--- config.mk ---
export PLATFORM = sky130hd
export DESIGN_NAME = clkgen_fx_synth
export DESIGN_NICKNAME = d
export VERILOG_FILES = /design/src/rtl/clkgen_pkg.sv /design/src/rtl/clkgen_prog_if.sv /design/src/rtl/clkgen_fx_synth.sv
export SDC_FILE = /design/constraint.sdc
export NUM_CORES = 1
export LEC_CHECK = 0
export CAP_MARGIN = 30
export CELL_PAD_IN_SITES_DETAIL_PLACEMENT = 1
export CELL_PAD_IN_SITES_GLOBAL_PLACEMENT = 2
export CORE_MARGIN = 2
export CORE_UTILIZATION = 45
export DETAILED_ROUTE_END_ITERATION = 16
export PLACE_DENSITY = 0.93
export SLEW_MARGIN = 20
export SYNTH_ARGS = -nofsm -noshare
export SYNTH_HDL_FRONTEND = slang
export SYNTH_HIERARCHICAL = 1
export SYNTH_SLANG_ARGS = --single-unit
--- constraint.sdc ---
create_clock -name CLKIN -period 10.1 [get_ports CLKIN]
set_clock_uncertainty 0.15 [all_clocks]
set_input_delay 1.01 -clock CLKIN [delete_from_list [all_inputs] [get_ports CLKIN]]
set_output_delay 1.01 -clock CLKIN [all_outputs]
set_load 0.01 [all_outputs]
--- src/rtl/clkgen_pkg.sv ---
// Shared types, widths and helpers for the CLKFX frequency synthesizer.
package clkgen_pkg;

    localparam int MD_W  = 8;
    localparam int ACC_W = 10;

    // Command bit following the start bit selects which shadow value is loaded.
    localparam logic CMD_LOAD_D = 1'b0;
    localparam logic CMD_LOAD_M = 1'b1;

    typedef enum logic [1:0] {
        ST_IDLE,
        ST_CMD,
        ST_SHIFT,
        ST_WAIT_GO
    } prog_state_t;

    // M/D are stored as value-1; the ratio is illegal when 2*M exceeds D.
    function automatic logic md_illegal(input logic [MD_W-1:0] m_m1,
                                        input logic [MD_W-1:0] d_m1);
        logic [ACC_W-1:0] w_m2;
        logic [ACC_W-1:0] w_d;
        w_m2 = (ACC_W'(m_m1) + ACC_W'(1)) << 1;
        w_d  = ACC_W'(d_m1) + ACC_W'(1);
        return (w_m2 > w_d);
    endfunction

endpackage

--- src/rtl/clkgen_prog_if.sv ---
// Serial programming port: PROGCLK synchronizer, command FSM, shadow and
// active M/D registers. Emits a one-cycle GO pulse when new values are applied.
module clkgen_prog_if
    import clkgen_pkg::*;
#(
    parameter int M_RST = 2,
    parameter int D_RST = 8
) (
    input  logic            i_clk,
    input  logic            i_rst,
    input  logic            i_freeze,
    input  logic            i_progclk,
    input  logic            i_progdata,
    input  logic            i_progen,
    output logic            o_go,
    output logic [MD_W-1:0] o_m_m1,
    output logic [MD_W-1:0] o_d_m1
);

    prog_state_t     r_state;
    prog_state_t     w_state_next;
    logic            r_pclk_s1, r_pclk_s2, r_pclk_s3;
    logic            w_edge;
    logic            w_go, w_commit, w_sel_en, w_shift_en;
    logic            r_sel;
    logic [2:0]      r_bit_cnt;
    logic [MD_W-1:0] r_shift;
    logic [MD_W-1:0] r_sh_m, r_sh_d;
    logic            r_sh_m_vld, r_sh_d_vld;
    logic [MD_W-1:0] r_act_m, r_act_d;

    assign w_edge = r_pclk_s2 & ~r_pclk_s3;

    // Two-flop synchronizer plus a delay stage for PROGCLK rising-edge detection.
    always_ff @(posedge i_clk or posedge i_rst) begin
        if (i_rst) begin
            r_pclk_s1 <= 1'b0;
            r_pclk_s2 <= 1'b0;
            r_pclk_s3 <= 1'b0;
        end else begin
            r_pclk_s1 <= i_progclk;
            r_pclk_s2 <= r_pclk_s1;
            r_pclk_s3 <= r_pclk_s2;
        end
    end

    // Programming FSM state register.
    always_ff @(posedge i_clk or posedge i_rst) begin
        if (i_rst) r_state <= ST_IDLE;
        else       r_state <= w_state_next;
    end

    // Next-state and control strobes; only detected PROGCLK edges advance the FSM.
    always_comb begin
        w_state_next = r_state;
        w_go         = 1'b0;
        w_commit     = 1'b0;
        w_sel_en     = 1'b0;
        w_shift_en   = 1'b0;
        if (w_edge) begin
            case (r_state)
                ST_IDLE: begin
                    if (i_progen) begin
                        if (i_progdata) w_state_next = ST_CMD;
                        else            w_go = ~i_freeze;
                    end
                end
                ST_CMD: begin
                    if (i_progen) begin
                        w_sel_en     = 1'b1;
                        w_state_next = ST_SHIFT;
                    end else begin
                        w_state_next = ST_IDLE;
                    end
                end
                ST_SHIFT: begin
                    if (i_progen) begin
                        w_shift_en = 1'b1;
                        if (r_bit_cnt == 3'd7) w_state_next = ST_WAIT_GO;
                    end else begin
                        w_state_next = ST_IDLE;
                    end
                end
                ST_WAIT_GO: begin
                    // The value is accepted only once PROGEN drops after bit 8.
                    w_commit     = ~i_progen;
                    w_state_next = ST_IDLE;
                end
                default: w_state_next = ST_IDLE;
            endcase
        end
    end

    // Shift register, shadow values and active M/D update on GO.
    always_ff @(posedge i_clk or posedge i_rst) begin
        if (i_rst) begin
            r_sel      <= CMD_LOAD_D;
            r_bit_cnt  <= '0;
            r_shift    <= '0;
            r_sh_m     <= '0;
            r_sh_d     <= '0;
            r_sh_m_vld <= 1'b0;
            r_sh_d_vld <= 1'b0;
            r_act_m    <= MD_W'(M_RST - 1);
            r_act_d    <= MD_W'(D_RST - 1);
        end else begin
            if (w_sel_en) begin
                r_sel     <= i_progdata;
                r_bit_cnt <= '0;
            end
            if (w_shift_en) begin
                r_shift   <= {i_progdata, r_shift[MD_W-1:1]};
                r_bit_cnt <= r_bit_cnt + 3'd1;
            end
            if (w_commit) begin
                if (r_sel == CMD_LOAD_M) begin
                    r_sh_m     <= r_shift;
                    r_sh_m_vld <= 1'b1;
                end else begin
                    r_sh_d     <= r_shift;
                    r_sh_d_vld <= 1'b1;
                end
            end
            if (w_go) begin
                if (r_sh_m_vld) r_act_m <= r_sh_m;
                if (r_sh_d_vld) r_act_d <= r_sh_d;
                r_sh_m_vld <= 1'b0;
                r_sh_d_vld <= 1'b0;
            end
        end
    end

    assign o_go   = w_go;
    assign o_m_m1 = r_act_m;
    assign o_d_m1 = r_act_d;

endmodule

--- src/rtl/clkgen_fx_synth.sv ---
// Frequency synthesizer: phase accumulator producing CLKFX = CLKIN*M/D,
// its complement, a divided CLKFXDV, and lock/PROGDONE status.
module clkgen_fx_synth
    import clkgen_pkg::*;
#(
    parameter int  CLKFX_MULTIPLY  = 2,
    parameter int  CLKFX_DIVIDE    = 8,
    parameter int  CLKFXDV_DIVIDE  = 8,
    parameter real CLKFX_MD_MAX    = 0.0,
    parameter real CLKIN_PERIOD    = 10.0,
    parameter      SPREAD_SPECTRUM = "NONE",
    parameter      STARTUP_WAIT    = "FALSE",
    parameter int  LOCK_CYCLES     = 16
) (
    input  logic       CLKIN,
    input  logic       RST,
    input  logic       FREEZEDCM,
    input  logic       PROGCLK,
    input  logic       PROGDATA,
    input  logic       PROGEN,
    output logic       CLKFX,
    output logic       CLKFX180,
    output logic       CLKFXDV,
    output logic       LOCKED,
    output logic       PROGDONE,
    output logic [1:0] STATUS
);

    localparam int LCW = $clog2(LOCK_CYCLES + 1);
    localparam int DVH = CLKFXDV_DIVIDE / 2;

    if (SPREAD_SPECTRUM != "NONE") begin : g_bad_ss
        $error("clkgen_fx_synth: only SPREAD_SPECTRUM=NONE is supported");
    end
    if (STARTUP_WAIT != "FALSE" && STARTUP_WAIT != "TRUE") begin : g_bad_sw
        $error("clkgen_fx_synth: STARTUP_WAIT must be TRUE or FALSE");
    end
    if (CLKFXDV_DIVIDE != 2 && CLKFXDV_DIVIDE != 4 && CLKFXDV_DIVIDE != 8 &&
        CLKFXDV_DIVIDE != 16 && CLKFXDV_DIVIDE != 32) begin : g_bad_dv
        $error("clkgen_fx_synth: CLKFXDV_DIVIDE must be 2, 4, 8, 16 or 32");
    end
    if (LOCK_CYCLES < 1 || CLKIN_PERIOD <= 0.0 || CLKFX_MD_MAX < 0.0) begin : g_bad_misc
        $error("clkgen_fx_synth: illegal LOCK_CYCLES, CLKIN_PERIOD or CLKFX_MD_MAX");
    end

    logic             w_go;
    logic [MD_W-1:0]  w_m_m1, w_d_m1;
    logic [ACC_W-1:0] w_step, w_d, w_sum;
    logic             w_illegal;
    logic [ACC_W-1:0] r_acc, w_acc_next;
    logic             r_fx, w_fx_next;
    logic             r_fx180, r_dv;
    logic [4:0]       r_dv_cnt;
    logic             r_locked, w_locked_next;
    logic [LCW-1:0]   r_lock_cnt, w_cnt_next;
    logic             r_progdone, w_progdone_next;

    clkgen_prog_if #(
        .M_RST (CLKFX_MULTIPLY),
        .D_RST (CLKFX_DIVIDE)
    ) u_prog (
        .i_clk      (CLKIN),
        .i_rst      (RST),
        .i_freeze   (FREEZEDCM),
        .i_progclk  (PROGCLK),
        .i_progdata (PROGDATA),
        .i_progen   (PROGEN),
        .o_go       (w_go),
        .o_m_m1     (w_m_m1),
        .o_d_m1     (w_d_m1)
    );

    assign w_step    = (ACC_W'(w_m_m1) + ACC_W'(1)) << 1;
    assign w_d       = ACC_W'(w_d_m1) + ACC_W'(1);
    assign w_sum     = r_acc + w_step;
    assign w_illegal = md_illegal(w_m_m1, w_d_m1);

    // Accumulator, lock counter and PROGDONE next state; GO overrides lock completion.
    always_comb begin
        w_acc_next      = r_acc;
        w_fx_next       = r_fx;
        w_locked_next   = r_locked;
        w_cnt_next      = r_lock_cnt;
        w_progdone_next = r_progdone;
        if (w_go) begin
            w_acc_next      = '0;
            w_fx_next       = 1'b0;
            w_locked_next   = 1'b0;
            w_cnt_next      = '0;
            w_progdone_next = 1'b0;
        end else if (!r_locked) begin
            w_acc_next = '0;
            w_fx_next  = 1'b0;
            if (w_illegal) begin
                w_cnt_next = '0;
            end else begin
                w_cnt_next = r_lock_cnt + 1'b1;
                if (r_lock_cnt == LCW'(LOCK_CYCLES - 1)) begin
                    w_locked_next   = 1'b1;
                    w_progdone_next = 1'b1;
                end
            end
        end else if (w_sum >= w_d) begin
            w_acc_next = w_sum - w_d;
            w_fx_next  = ~r_fx;
        end else begin
            w_acc_next = w_sum;
        end
    end

    // Register all outputs; CLKFXDV toggles every DVH rising edges of CLKFX.
    always_ff @(posedge CLKIN or posedge RST) begin
        if (RST) begin
            r_acc      <= '0;
            r_fx       <= 1'b0;
            r_fx180    <= 1'b0;
            r_dv       <= 1'b0;
            r_dv_cnt   <= '0;
            r_locked   <= 1'b0;
            r_lock_cnt <= '0;
            r_progdone <= 1'b1;
        end else begin
            r_acc      <= w_acc_next;
            r_fx       <= w_fx_next;
            r_fx180    <= w_locked_next & ~w_fx_next;
            r_locked   <= w_locked_next;
            r_lock_cnt <= w_cnt_next;
            r_progdone <= w_progdone_next;
            if (!w_locked_next) begin
                r_dv     <= 1'b0;
                r_dv_cnt <= '0;
            end else if (w_fx_next & ~r_fx) begin
                if (r_dv_cnt == 5'(DVH - 1)) begin
                    r_dv_cnt <= '0;
                    r_dv     <= ~r_dv;
                end else begin
                    r_dv_cnt <= r_dv_cnt + 5'd1;
                end
            end
        end
    end

    assign CLKFX    = r_fx;
    assign CLKFX180 = r_fx180;
    assign CLKFXDV  = r_dv;
    assign LOCKED   = r_locked;
    assign PROGDONE = r_progdone;
    assign STATUS   = {~r_locked & ~RST, w_illegal};

endmodule

; After elaboration in Yosys (flattened, before gate mapping)
; Cells that the tools add are included.
[totals]
wordCells = 119
inputBits = 6
reg_bits = 76
output_inout_bits = 7
[op_classes]
muxes = 48
eq_ne = 14
n_lt_le_gt_ge = 2
bitwise = 13
n_reduce_logical = 14
add_sub_neg = 7
[ops]
columns = operator, n
row1 = 1-bit two-way mux, 31
row2 = 10-bit two-way mux, 3
row3 = 5-bit two-way mux, 6
row4 = "8-bit by 1-bit adder with 9-bit output, second input constant", 2
row5 = 2-bit AND reduction, 7
row6 = 10-bit adder, 1
row7 = "5-bit by 1-bit adder with 5-bit output, second input constant", 2
row8 = 10-bit by 9-bit greater-or-equal comparator with 1-bit output, 1
row9 = 10-bit by 9-bit greater-than comparator with 1-bit output, 1
row10 = 2-bit two-way mux, 5
row11 = "2-bit by 1-bit != test with 1-bit output, second input constant", 5
row12 = 10-bit by 9-bit subtractor with 10-bit output, 1
row13 = 1-bit inverter, 9
row14 = 2-bit one-hot mux with 4 select lines, 1
row15 = 2-bit nonzero test, 4
row16 = 3-bit two-way mux, 2
row17 = "5-bit by 2-bit == test with 1-bit output, second input constant", 1
row18 = "5-bit by 4-bit == test with 1-bit output, second input constant", 1
row19 = 1-bit AND, 4
row20 = "2-bit == test, second input constant", 2
row21 = "2-bit != test, second input constant", 2
row22 = 4-bit AND reduction, 1
row23 = "3-bit by 1-bit adder with 3-bit output, second input constant", 1
row24 = "3-bit == test, second input constant", 1
row25 = other kinds (4), 4

; Logic depth before layout (Yosys ltp)
; Gate-level depths: netlist of the first run.
[logic_depth]
word_depth = 9
ltp_mapped = 17
mapped_depth_nobuf = 16

; By module
; The synthesis of the first run kept the hierarchy.
[modules_own_cells]
columns = module, seq_area_each_um2, n_inst, cells_per_inst, area_each_um2
row1 = clkgen_fx_synth, 626.9, 1, 252, 2283.4
row2 = clkgen_prog_if, 1281.2, 1, 133, 2058.2

; Worst setup path after synthesis of the first run
; No wires, ideal clock.
[synth_path]
path_type = reg2reg
start = register u_prog.r_act_m[0] (netlist: u_prog/o_m_m1[0])
end = register r_dv_cnt[3]
setup_ns = 0.127
n_path_buf = 0
setup_slack_ns = 6.204
period_less_slack_ns = 3.896
stages_incl_launch_ff = 16
required_ns = 9.823
arrival_ns = 3.618
path_cell_list = dfstp_2 > ha_1 > xor2_1 > ha_1 > a211oi_2 > o21bai_1 > a21oi_1 > xnor2_1 > ha_1 > nand2_1 > o21ai_0 > o21ai_0 > nor2b_1 > a211oi_4 > nand4_1 > mux2_1
[synth_between]
elab_chain_cells = 8
word_cells_on_any_way = 13
classes_between = 2 x add/sub / 2 x order compare / 1 x eq/ne / 7 x mux / 1 x bitwise
[synth_lines]
columns = item, line
row1 = from (decl), clkgen_prog_if.sv:30  ; logic [MD_W-1:0] r_act_m, r_act_d;
row2 = from (signal assigned), clkgen_prog_if.sv:104  ; r_act_m <= MD_W'(M_RST - 1);
row3 = from (signal assigned), clkgen_prog_if.sv:125  ; if (r_sh_m_vld) r_act_m <= r_sh_m;
row4 = 8-bit by 1-bit adder with 9-bit output (*), "clkgen_pkg.sv:23, clkgen_fx_synth.sv:73"
row5 = 10-bit adder, clkgen_fx_synth.sv:75  ; assign w_sum = r_acc + w_step;
row6 = 10-bit by 9-bit greater-or-equal comparator with 1-bit output, clkgen_fx_synth.sv:103  ; end else if (w_sum >= w_d) begin
row7 = 1-bit two-way mux, clkgen_fx_synth.sv:103
row8 = 1-bit two-way mux, clkgen_fx_synth.sv:91  ; end else if (!r_locked) begin
row9 = 1-bit two-way mux, clkgen_fx_synth.sv:85  ; if (w_go) begin
row10 = 1-bit AND, clkgen_fx_synth.sv:132  ; end else if (w_fx_next & ~r_fx) begin
row11 = 2-bit by 1-bit != test with 1-bit output (no line), --
row12 = to (signal assigned), clkgen_fx_synth.sv:137  ; r_dv_cnt <= r_dv_cnt + 5'd1;
row13 = to (decl), clkgen_fx_synth.sv:53  ; logic [4:0] r_dv_cnt;
; Every way passes the cells marked *; elsewhere a longest branch is shown, timed or not.
; A chain may end at the register's enable or synchronous reset.

; Worst setup path in the final report of the first run
[layout_path]
start = register u_prog.r_act_m[0] (netlist: u_prog/o_m_m1[0])
end = register r_fx180 (netlist: CLKFX180)
[layout_between]
elab_chain_cells = 8
word_cells_on_any_way = 12
classes_between = 2 x add/sub / 2 x order compare / 6 x mux / 2 x bitwise
[layout_lines]
columns = item, line
row1 = 8-bit by 1-bit adder with 9-bit output (*), "clkgen_pkg.sv:23, clkgen_fx_synth.sv:73"
row2 = 10-bit adder, clkgen_fx_synth.sv:75
row3 = 10-bit by 9-bit greater-or-equal comparator with 1-bit output, clkgen_fx_synth.sv:103
row4 = 1-bit two-way mux, clkgen_fx_synth.sv:103
row5 = 1-bit two-way mux, clkgen_fx_synth.sv:91
row6 = 1-bit two-way mux, clkgen_fx_synth.sv:85
row7 = 1-bit inverter, clkgen_fx_synth.sv:125  ; r_fx180 <= w_locked_next & ~w_fx_next;
row8 = 1-bit AND (*), clkgen_fx_synth.sv:125
row9 = to (signal assigned), clkgen_fx_synth.sv:125
row10 = to (decl), clkgen_fx_synth.sv:52  ; logic r_fx180, r_dv;
; Marks and branches as above.

==> results of run 1 <==
## state kept, by name (all words and copies together), names as in the netlist
name	flops
CLKFX180	1
u_prog/r_pclk_s2	1
u_prog/r_state	2
u_prog/r_shift	8
u_prog/r_sh_d_vld	1
u_prog/r_sel	1
u_prog/r_bit_cnt	3
u_prog/r_pclk_s1	1
u_prog/o_d_m1	8
CLKFXDV	1
u_prog/r_sh_d	8
u_prog/r_sh_m	8
r_acc	10
r_dv_cnt	5
u_prog/r_pclk_s3	1
r_lock_cnt	5
u_prog/o_m_m1	8
LOCKED	1
PROGDONE	1
u_prog/r_sh_m_vld	1
CLKFX	1
## logic make-up after synthesis
kind of cell / Yosys count / share of synthesized area [%]
AOI/OAI and AO/OA: 66 / 10.14
adders and majority gates: 34 / 10.14
buffers and inverters: 24 / 2.536
DFF: 76 / 43.95
xor gates and xnor gates: 30 / 6.657
muxes: 53 / 13.46
and+or+nand+nor: 102 / 13.11
## worst max-delay path, stage by stage, from the launching register on
cell	delay [ns]
dfstp_2	0.62
ha_1	0.29
xor2_1	0.26
ha_1	0.33
a211oi_2	0.30
o21bai_1	0.11
a21oi_1	0.18
xnor2_1	0.17
ha_1	0.32
a21oi_1	0.18
o21ai_0	0.13
o21ai_0	0.22
nor2b_1	0.29
nand2_1	0.43
xnor2_1	0.27
o21a_1	0.19
## metrics by stage
| stage | power [mW] | worst slack, ns | hold slack (ns) | std cells |
|---|---|---|---|---|
| finish | 0.6116 | 5.556 | 0.1867 | 539 |
| global route | 0.6377 | 5.164 | 0.2106 | 539 |
| detailed placement | 0.3765 | 5.558 | 0.1911 | 523 |
| CTS | 0.6209 | 5.517 | 0.1935 | 539 |
| global placement | 0.3692 | 5.761 | 0.1835 | 521 |
| floorplan | 0.3589 | 6.204 | 0.1812 | 385 |
## power breakdown
part	leakage [nW]	switching (mW)	internal, mW
logic	1.22	0.0249	0.0181
registers	1.02	0.0116	0.315
clock network	0.0959	0.120	0.122
## final timing paths
path | startpoint | slack (ns) | to
max | u_prog/o_m_m1[0] | 5.56 | CLKFX180
min | u_prog/r_pclk_s1 | 0.19 | u_prog/r_pclk_s2
max reg2reg | u_prog/o_m_m1[0] | 5.56 | CLKFX180
min reg2reg | u_prog/r_pclk_s1 | 0.19 | u_prog/r_pclk_s2
max in group asynchronous | RST | 8.19 | u_prog/o_d_m1[2]
min in group asynchronous | RST | 0.92 | r_acc[3]
## layout make-up
type                            count  share of cell area, %
Inverter                           19                  1.477
Timing Repair Buffer               14                  3.370
Sequential cell                    76                  39.53
Clock buffer                       11                  2.929
Clock inverter                      5                  1.218
Tap cell                          129                  3.344
Multi-Input combinational cell    285                  48.13
## cells in the mapped netlist (all sizes together), types with 2 or more instances
master,count,area [um2]
a211oi,7,70.07
a21o,8,60.06
a21oi,15,75.07
a31o,2,17.52
a31oi,3,18.77
a41oi,2,17.52
and2,2,12.51
and3,3,21.27
and4,2,20.02
buf,4,35.03
dfrtp,71,1777
dfstp,5,131.4
fa,2,40.04
ha,32,400.4
inv,19,71.32
mux2,43,484.2
mux2i,10,100.1
nand2,23,86.33
nand2b,2,12.51
nand3,14,75.07
nand3b,2,15.01
nand4,10,107.6
nor2,33,133.9
nor2b,4,25.02
nor3b,2,26.28
o211ai,4,30.03
o21a,3,22.52
o21ai,16,80.08
or3,2,12.51
xnor2,17,156.4
xor2,13,132.6
## per-layer routing
| metal | vias up | part of all wire (%) | GRT usage (%) | routed length, um |
|---|---|---|---|---|
| li1 | 1414 | - | - | - |
| met1 | 1529 | 44 | 25.65 | 4307 |
| met2 | 36 | 52 | 37.90 | 5141 |
| met3 | 16 | 2.0 | 3.283 | 193 |
| met4 | 0 | 1.7 | 5.744 | 170 |
| met5 | - | 0 | 0 | 0 |
==> out/metrics.yaml, run 1 <==
setup_path:
  critPathLaunchType: "register"
  cp.arrival_ns: 4.64
  critPathMaxFanout: 13
  required_ns: 10.20
  critPathCaptureType: "register"
  reg2reg_depth: 15
  worst-setup-path-type: "register to register"
clocking:
  holdBufCountCts: 0
  cts-resized-gates: 0
  root_buffer: "clkbuf_8"
  clock_latency_ns: 0.36
  htreeDepth: 3
  clock_sinks: 76
  clk_pin_slew_ns: 0.09
  cts_tree: "yes"
  cts_setup_buffers: 0
  cts_made_buffers: 9
  clock_path_buffers: 2
sta:
  setup_tns_ns: 0
  relSlewSlack_pct: 43.56
  fin_crit_sh_pct: 44.99
  rsz0062_at_grt: "false"
  setup_violations: 0
  fmax_mhz: 220.0
  hold_viol_final: 0
  tightest_slew_ns: 0.8449
  fin_crit_ns: 4.544
  drv_slew: 0
final_layout:
  area_growth_pct: 11.18
  final_common_cell: "dfrtp_1"
  final_cell_mix: "71 x dfrtp_1, 41 x mux2_2, 32 x ha_1"
  antennaDiodeCount: 0
  fin_nets: 445
  nFillCells: 1024
  layout-drive-gt1-share_pct: 19.76
  fin_area_mm2: 0.004827
  seqCellArea_mm2: 0.001908
  multi_input_area_mm2: 0.002323
  final_util_pct: 51.99
global_route:
  grt_overflow: 0
  gr-usage-all-layers_pct: 20.83
  antenna_found_initial: 0
  grt_pass1_wl_um: 16640
  grt_max_degree: 33
  first_global_vias: 3315
logic_synthesis:
  synth_area_mm2: 0.004342
  synth_cell_types: 55
  synthFlopType: "dfrtp_1"
  synth.yosys.warnings: 6
  ys_ff_latch: 76
  synth.avg_cell_area_um2: 11.28
  synth-async-reset-ratio_pct: 100.0
  netlist_instances: 385
  seq_area_frac_synth_pct: 43.95
  synth_nets: 425
  synth-edff-count: 0
routing:
  drtIter0Drc: 64
  drt_wl_total_um: 9812
  route.detailed.drc: 0
  num_vias: 2995
  via_per_inst: 5.557
  wl_per_cell_um: 18.20
  antenna_left: 0
  dr.pass1.iters: 6
placement:
  dpl-instance-area_mm2: 0.004627
  portBuffers: 12
  hpwl_um: 7644
  place_congestion: 0.7904
min_path:
  hold_class: "register to register"
  holdPathStages: 0
pwr:
  ir_worst_vdd_mv: 0.08939
  p_leak_nw: 2.328
  power_density_mw_per_mm2: 126.7
floorplan:
  coreArea_mm2: 0.009284
  die-width_um: 102.2
  initial_core_util_pct: 46.77
  die_h_um: 102.2
  dieArea_mm2: 0.01045
  rows: 35
  ios: 13
status:
  status: "complete, no violations"
run:
  drv_cap: 0
Power figures use the tool's default switching activity.
==> run 2: changes to the inputs <==
--- a/config.mk
+++ b/config.mk
@@ -9,9 +9,9 @@
 export CELL_PAD_IN_SITES_DETAIL_PLACEMENT = 1
 export CELL_PAD_IN_SITES_GLOBAL_PLACEMENT = 2
 export CORE_MARGIN = 2
-export CORE_UTILIZATION = 45
+export CORE_UTILIZATION = 38
 export DETAILED_ROUTE_END_ITERATION = 16
-export PLACE_DENSITY = 0.93
+export PLACE_DENSITY = 0.85
 export SLEW_MARGIN = 20
 export SYNTH_ARGS = -nofsm -noshare
 export SYNTH_HDL_FRONTEND = slang
==> constraint.sdc (replaced) <==
create_clock -name CLKIN -period 3.95 [get_ports CLKIN]
set_clock_uncertainty 0.15 [all_clocks]
set_input_delay 0.395 -clock CLKIN [delete_from_list [all_inputs] [get_ports CLKIN]]
set_output_delay 0.395 -clock CLKIN [all_outputs]
set_load 0.01 [all_outputs]
==> run 2 against run 1 <==
Effect of this change:
- via count is 5.4% higher
- non-clock buffer count is 42 higher
- combinational power grew to 2.6 times the previous value
- the run now ends with setup timing left
- sequential share of layout area is 4.5 points lower
- largest cell class unchanged
- critical path depth is 1 lower
- first-iteration DRC count is 39% higher
- total power grew to 2.9 times the previous value
- setup slack worse by 5.6 ns
- clock power grew to 3.5 times the previous value
- critical path type unchanged
==> out/metrics.yaml, run 2 (synthesis gave the netlist of run 1 again) <==
setup_path:
  cpMostUsedCell: "ha_1"
  path_cells: "buf_6 > nand3_1 > xnor2_1 > ha_1 > or3_1 > o21ai_0 > a31oi_1 > xor2_1 > ha_1 > o21ai_2 > nor2b_4 > a211oi_4 > nand4_1 > mux2_4"
  reg2reg_from: "u_prog/o_m_m1[0]"
  cp.arrival_ns: 4.08
  critPathMaxFanout: 6
  critPathCaptureType: "register"
  required_ns: 4.02
  setup.worst_path.start: "u_prog/o_m_m1[0]"
  worst-setup-path-type: "register to register"
  cp_slowest_cell: "dfstp_2"
  max_stage_delay_ns: 0.59
  critPathLaunchType: "register"
placement:
  pre_cts_ws_ns: -0.1730
  portBuffers: 12
  place_congestion: 0.8272
  dp_cells: 555
  hpwl_um: 7391
  dpl-instance-area_mm2: 0.004780
floorplan:
  dieArea_mm2: 0.01230
  die-width_um: 110.9
  coreArea_mm2: 0.01127
  initial_core_util_pct: 38.52
  die_h_um: 110.9
  ios: 13
  rows: 39
routing:
  wl_per_cell_um: 18.28
  drtIter0Drc: 89
  via_per_inst: 5.308
  antenna_left: 0
  highest_layer: "met4"
  met2_length_um: 5944
  wl_met1_um: 4580
  route.detailed.drc: 0
  dr.pass1.iters: 4
  num_vias: 3158
  drt_wl_total_um: 10870
  wl_met3_um: 207
sta:
  holdWs_ns: 0.2041
  hold_viol_final: 0
  relSlewSlack_pct: 51.34
  fmax_mhz: 249.5
  layout_setup_ws_ns: -0.05836
  rsz0062_at_grt: "true"
  setup_violations: 4
  fin_crit_sh_pct: 101.5
  drv_slew: 0
  setup_tns_ns: -0.1467
  tightest_slew_ns: 0.7198
  fin_crit_ns: 4.008
min_path:
  hold_start: "u_prog/r_pclk_s1"
  hold_class: "register to register"
pwr:
  ir_worst_vdd_mv: 0.3231
  finalPower_mw: 1.784
  power_density_mw_per_mm2: 327.2
  p_leak_nw: 2.604
global_route:
  gr-usage-all-layers_pct: 18.15
  antenna_found_initial: 0
  grt_pass1_wl_um: 17860
  grt_overflow: 0
  first_global_vias: 3568
  grt_max_degree: 30
clocking:
  clk_pin_slew_ns: 0.06
  holdBufCountCts: 0
  cts_made_buffers: 9
  root_buffer: "clkbuf_16"
  clock_sinks: 76
  clock_path_buffers: 2
  htreeDepth: 3
  cts_tree: "yes"
  clock_latency_ns: 0.34
status:
  violations: "setup timing"
  status: "finished with violations"
final_layout:
  fin_nets: 487
  largest_reg_flops: 10
  fin_area_mm2: 0.005454
  stdcell_count: 595
  area_growth_pct: 25.62
  final_cell_mix: "68 x dfrtp_1, 41 x mux2_2, 37 x buf_4"
  regMostFlops: "r_acc"
  final_common_cell: "dfrtp_1"
  final_util_pct: 48.38
  antennaDiodeCount: 0
  nFillCells: 1193
  multi_input_area_mm2: 0.002495
  layout-drive-gt1-share_pct: 33.41
  seqCellArea_mm2: 0.001912
run:
  drv_cap: 0
==> run 2: cell count changes in the layout (fill, tap and decap cells not counted), moves of 5 or more <==
cell       previous run  this run
buf_6                 0         5
clkbuf_8             10         1
clkbuf_16             0         9
buf_4                 0        37
==> run 2: worst max-delay path, delay by kind of cell, from the launching register on <==
family	cells	cell delay (ns)
adders and majority gates	2	0.79
buffers and inverters	1	0.13
and+or+nand+nor	4	0.80
xor gates and xnor gates	2	0.48
DFF	1	0.59
muxes	1	0.33
AOI/OAI and AO/OA	4	0.62
==> run 2: final cells by class <==
cell class,instances,area share (%)
clock buffers,12,4.519
clock inverters,4,0.9406
inverters,19,1.308
multi-input cells,285,45.74
flip-flops and latches,76,35.05
well taps,143,3.281
repair buffers,56,9.153
==> run 2: final timing paths <==
kind	end	slack, ns	depth (start not counted)
max in group asynchronous	PROGDONE	2.67	3
worst min register to register	u_prog/r_pclk_s2	0.20	0
min in group asynchronous	u_prog/o_m_m1[7]	0.37	2
worst max register to register	r_dv_cnt[4]	-0.06	14
worst max-delay path	r_dv_cnt[4]	-0.06	14
worst min-delay path	u_prog/r_pclk_s2	0.20	0
==> run 2: timing repair <==
action / in CTS / in global routing
cloned: 0 / 0
setup buffers: 19 / 5
endpoints found under the hold margin: 0 / 0
gates resized for setup: 12 / 32
setup endpoints to repair: 17 / 18
pin swaps: 11 / 20
==> run 2: where the power goes <==
| part | leakage, nW | internal [mW] | switching [mW] |
|---|---|---|---|
| clock network | 0.143 | 0.507 | 0.328 |
| logic | 1.45 | 0.0502 | 0.0643 |
| registers | 1.01 | 0.807 | 0.0273 |
| total | 2.60 | 1.36 | 0.420 |
==> run 2: per-layer routing <==
layer  vias up  track usage, %
met1      1610           20.37
met3        11           3.390
met5         -               0
li1       1501               -
met4         0           5.417
met2        36           34.64
==> run 3: changes to the inputs <==
--- a/config.mk
+++ b/config.mk
@@ -9,9 +9,9 @@
 export CELL_PAD_IN_SITES_DETAIL_PLACEMENT = 1
 export CELL_PAD_IN_SITES_GLOBAL_PLACEMENT = 2
 export CORE_MARGIN = 2
-export CORE_UTILIZATION = 38
+export CORE_UTILIZATION = 35
 export DETAILED_ROUTE_END_ITERATION = 16
-export PLACE_DENSITY = 0.85
+export PLACE_DENSITY = 0.8
 export SLEW_MARGIN = 20
 export SYNTH_ARGS = -nofsm -noshare
 export SYNTH_HDL_FRONTEND = slang
==> run 3 against run 2 <==
Effect of this change:
- the run now ends clean
- total power increased by 3.3%
- final area decreased by 0.87%
- combinational power about the same
- non-clock buffer count decreased by 10
- clock power increased by 7.4%
- core utilization decreased by 3.6 points
- critical path depth increased by 1
- count of clock-buffer cells in the layout decreased by 1
- sequential cell count unchanged
- largest cell class unchanged
==> out/metrics.yaml, run 3 (synthesis gave the netlist of run 1 again) <==
status:
  status: "complete, no violations"
setup_path:
  cp.arrival_ns: 4.00
  required_ns: 4.01
  worst-setup-path-type: "register to register"
  crit_family: "compound AO/OA/AOI/OAI gates"
  rr_endpoint: "r_dv_cnt[3]"
  reg2reg_from: "u_prog/o_m_m1[0]"
  max_stage_delay_ns: 0.59
  r2r_slack_ns: 0.01
  path_cells: "ha_4 > xor2_4 > ha_4 > a211oi_4 > o21bai_1 > a21oi_2 > xnor2_2 > ha_1 > nand4_1 > a31oi_1 > o21ai_1 > nor2b_4 > a211oi_4 > nand4_1 > mux2_1"
  critPathCaptureType: "register"
  critPathLaunchType: "register"
  cp_slowest_cell: "dfstp_2"
  critical_path_cell_count: 15
  worst-path-buf-inv: 0
  reg2reg_depth: 15
  critPathMaxFanout: 5
final_layout:
  layout-drive-gt1-share_pct: 29.86
  antennaDiodeCount: 0
  multi_input_area_mm2: 0.002479
  seqCellArea_mm2: 0.001909
  largest_reg_flops: 10
  stdcell_count: 610
  fin_nets: 477
  final_common_cell: "dfrtp_1"
  final_cell_mix: "70 x dfrtp_1, 41 x mux2_2, 31 x nor2_1, 31 x buf_4, 28 x ha_1"
  regMostFlops: "r_acc"
  nFillCells: 1327
  area_growth_pct: 24.52
clocking:
  clock_latency_ns: 0.34
  clk_pin_slew_ns: 0.06
  root_buffer: "clkbuf_16"
  htreeDepth: 3
  cts_made_buffers: 9
  cts_tree: "yes"
  clock_sinks: 76
  clock_path_buffers: 2
  holdBufCountCts: 0
pwr:
  ir_worst_vdd_mv: 0.2573
  p_leak_nw: 2.573
  finalPower_mw: 1.844
  power_density_mw_per_mm2: 341.0
routing:
  drtIter0Drc: 80
  route.detailed.drc: 0
  num_vias: 3059
  via_per_inst: 5.015
  wl_per_cell_um: 16.61
  dr.pass1.iters: 4
  drt_wl_total_um: 10130
  antenna_left: 0
global_route:
  top_usage_layer: "met2"
  grt_pass1_wl_um: 16590
  antenna_found_initial: 0
  grt_max_degree: 30
  gr-usage-all-layers_pct: 16.08
  met2_usage_pct: 27.60
  grt_overflow: 0
  gr-usage-met3_pct: 3.216
  first_global_vias: 3391
  gr-usage-met1_pct: 19.99
placement:
  hpwl_um: 7274
  portBuffers: 12
  dp_cells: 581
  pre_cts_ws_ns: -0.1959
  place_congestion: 0.8374
floorplan:
  ios: 13
  die_h_um: 115.4
  rows: 40
  die-width_um: 115.4
  coreArea_mm2: 0.01206
  initial_core_util_pct: 36.00
  dieArea_mm2: 0.01331
min_path:
  hold_start: "u_prog/r_pclk_s1"
  holdPathEnd: "u_prog/r_pclk_s2"
  holdPathStages: 0
  hold_class: "register to register"
sta:
  setup_tns_ns: 0
  hold_viol_final: 0
  layout_setup_ws_ns: 0.01056
  tightest_slew_ns: 0.6721
  holdWs_ns: 0.2056
  rsz0062_at_grt: "true"
  drv_slew: 0
  fin_crit_sh_pct: 99.73
  setup_violations: 0
  relSlewSlack_pct: 54.56
  fmax_mhz: 253.8
  fin_crit_ns: 3.939
run:
  drv_cap: 0
## run 3: cell types whose count changed in the layout (fill, tap and decap cells not counted), moves of 2 or more
cell,before,now
dfrtp_2,3,1
dfrtp_1,68,70
xnor2_2,2,4
a211oi_1,2,5
buf_4,37,31
a211oi_2,4,0
buf_6,5,1
xnor2_1,14,12
## run 3: repair_timing
action / 4_1_cts / 5_1_grt
endpoints found under the setup margin: 17 / 18
buffers inserted: 5 / 8
gates resized for setup: 9 / 22
pin swaps: 6 / 17
## run 3: per-stage QoR
step	util [%]	instance area (um2)
after floorplan	-	4342
after global placement	39.60	4776
after detailed placement	40.05	4831
after CTS	43.33	5226
after global routing	44.82	5406
final	44.82	5406
## run 3: report_power, final
group          switching (mW)  total, mW  leakage, nW  internal, mW
combinational          0.0602      0.112         1.41        0.0513
sequential             0.0271      0.834         1.01         0.807
clock                   0.340      0.898        0.150         0.558
total                   0.428       1.84         2.57          1.42
## run 3: layout make-up
cell class | count | area share, %
Clock buffer | 11 | 4.305
Clock inverter | 5 | 1.574
Inverter | 19 | 1.319
Multi-Input combinational cell | 285 | 45.85
Sequential cell | 76 | 35.32
Tap cell | 168 | 3.888
Timing Repair Buffer | 46 | 7.753
## run 3: how the worst max path moves through the flow
stage | startpoint | end | slack, ns
after detailed placement | u_prog/o_m_m1[0] | r_dv_cnt[0] | -0.20
after floorplan | u_prog/o_m_m1[0] | r_dv_cnt[3] | 0.05
final | u_prog/o_m_m1[0] | r_dv_cnt[3] | 0.01
after CTS | u_prog/o_m_m1[0] | r_dv_cnt[0] | 0.03
after global placement | u_prog/o_m_m1[0] | r_dv_cnt[3] | 0.008
after global routing | u_prog/o_m_m1[0] | r_dv_cnt[4] | -0.11
## run 3: metal layers
layer / share of wire, % / routed length (um)
met5: 0 / 0
met4: 2.5 / 254
met3: 1.9 / 190
met2: 51 / 5135
met1: 45 / 4551
==> variant: new RTL, flow settings as in run 2 <==
One comparison of `r_dv_cnt` changes from == to >=.
--- a/src/rtl/clkgen_fx_synth.sv
+++ b/src/rtl/clkgen_fx_synth.sv
@@ -130,7 +130,7 @@
                 r_dv     <= 1'b0;
                 r_dv_cnt <= '0;
             end else if (w_fx_next & ~r_fx) begin
-                if (r_dv_cnt == 5'(DVH - 1)) begin
+                if (r_dv_cnt >= 5'(DVH - 1)) begin
                     r_dv_cnt <= '0;
                     r_dv     <= ~r_dv;
                 end else begin
Behaviour: same outputs for any inputs over 10 cycles, from zero or initial values and one cycle with RST high; that may be too few to reach the edited logic, so the function may still have changed.
==> variant against run 2 <==
Core utilization decreased by 2.4 points. Worst hold slack got worse by 0.00095 ns. Critical endpoint is now r_dv_cnt[1]. Highest routed layer unchanged. Count of clock-buffer cells in the layout fell by 2. Largest power group is now sequential cells. Via count is 3.9% lower. Sequential cell count stayed put. Cell area is 4.5% lower. Power up 1.6%. Clock power grew 0.8%. Setup slack improved by 0.18 ns. Area after synthesis rose by 0.58%. Maximum frequency rose by 4.6%. Routed wire length decreased by 9.3%.
==> variant: results (changes against run 2) <==
* Met2 Track Usage GR at 29.6% (was 34.6%)
* Worst vdd ir at 0.000245 V (was 0.000323 V)
* First-pass GRT wire length at 16.4 mm (was 17.9 mm)
* WL met1 at 4.41 mm (was 4.58 mm)
* Final ANT Viol Nets at 0 (unchanged)
* Pin count of the biggest net entering global routing at 32 (was 30)
* Top post-synthesis cells by area: dfrtp_1 (41%), mux2_2 (11%), ha_1 (9.2%) (unchanged)
* Pre-CTS setup slack at -0.194 ns (was -0.173 ns)
* CP Max Fanout at 7 (was 6)
* Syn Area/Cell at 11.2 µm² (was 11.3 µm²)
* Leak pwr at 2.44 nW (was 2.60 nW)
* Drt total wl at 9.87 mm (was 10.9 mm)
* Worst skew pair latency at 0.34 ns (about the same)
* Met1 Use GR at 20.5% (was 20.4%)
* Met3 wire length at 229 µm (was 207 µm)
* Outcome: finished clean (was complete, but fails checks)
* Synth Area in Adders at 10.1% (about the same)
* Finished Layout Cells at 570 (was 595)
* Multiplexer share of the synthesized area at 12.4% (was 13.5%)
* Number of global-route vias before repair at 3293 (was 3568)
* Synth Area in XOR/XNOR at 5.62% (was 6.66%)
* Post-DP Area at 4720 µm² (was 4780 µm²)
* HPWL after DPL at 7.30 mm (was 7.39 mm)
* Final #Nets at 462 (was 487)
* Post-synth cell types at 60 (was 55)
* Overall Global Routing Usage at 16.7% (was 18.2%)
* Slew at the pin closest to its max-slew limit at 0.682 ns (was 0.720 ns)
* Met3 track demand over resource at 3.72% (was 3.39%)
* WL met2 at 5.09 mm (was 5.94 mm)
* Dpl cells at 549 (was 555)
* Layout cells sized above 1 at 26.7% (was 33.4%)
* Most instantiated cells after synthesis: dfrtp_1 (71), mux2_2 (41), ha_1 (32) (unchanged)
* PortBufs at 12 (unchanged)
* DR vias at 3035 (was 3158)
* Syn_nets at 430 (was 425)
* CP delay by family, top: compound AO/OA/AOI/OAI gates (was simple AND/OR/NAND/NOR gates)
* # diodes at 0 (unchanged)
* Gpl congestion at 0.782 (was 0.827)
* Seq/Total Area, Yosys at 43.7% (was 43.9%)
-- variant: cell types whose count changed after synthesis, sizes merged, moves of 3 or more --
cell	change
a21o	-3
and2	+3
and3	+4
nor3	+3
-- variant: cells by family (layout without fill, tap and decap cells) --
family                     count (synthesis)  in the layout
muxes                                     49             49
DFF                                       76             76
adders and majority gates                 34             34
buffers and inverters                     23             60
and+or+nand+nor                          115            115
AOI/OAI and AO/OA                         65             65
xor gates and xnor gates                  28             28
-- variant: final cells by class --
cell class / count / area [µm²]
multi-input combinational: 291 / 2470
sequential: 76 / 1910
fill: 1214 / 6110
clock buffer: 10 / 229
tap: 143 / 179
timing repair buffer: 27 / 290
clock inverter: 6 / 71.3
inverter: 17 / 63.8
-- variant: power breakdown --
part	internal, mW	switching [mW]	total (mW)
combinational	0.0576	0.0668	0.124
sequential	0.813	0.0330	0.845
clock	0.495	0.347	0.843
total	1.37	0.447	1.81
-- variant: timing repair --
action / 4_1_cts / 5_1_grt
pin swaps: 3 / 9
cloned: 0 / 1
setup endpoints to repair: 19 / 19
resized for setup: 5 / 17
endpoints found under the hold margin: 0 / 0
setup buffers: 1 / 3
-- variant: worst paths after layout --
path / slack [ns] / from / depth (start not counted) / end
setup / recovery: 0.12 / u_prog/o_m_m1[0] / 15 / r_dv_cnt[1]
hold / removal: 0.20 / u_prog/r_pclk_s1 / 0 / u_prog/r_pclk_s2
setup reg to reg: 0.12 / u_prog/o_m_m1[0] / 15 / r_dv_cnt[1]
hold reg to reg: 0.20 / u_prog/r_pclk_s1 / 0 / u_prog/r_pclk_s2
max in group asynchronous: 2.64 / RST / 3 / u_prog/o_d_m1[2]
min in group asynchronous: 0.38 / RST / 2 / r_acc[9]
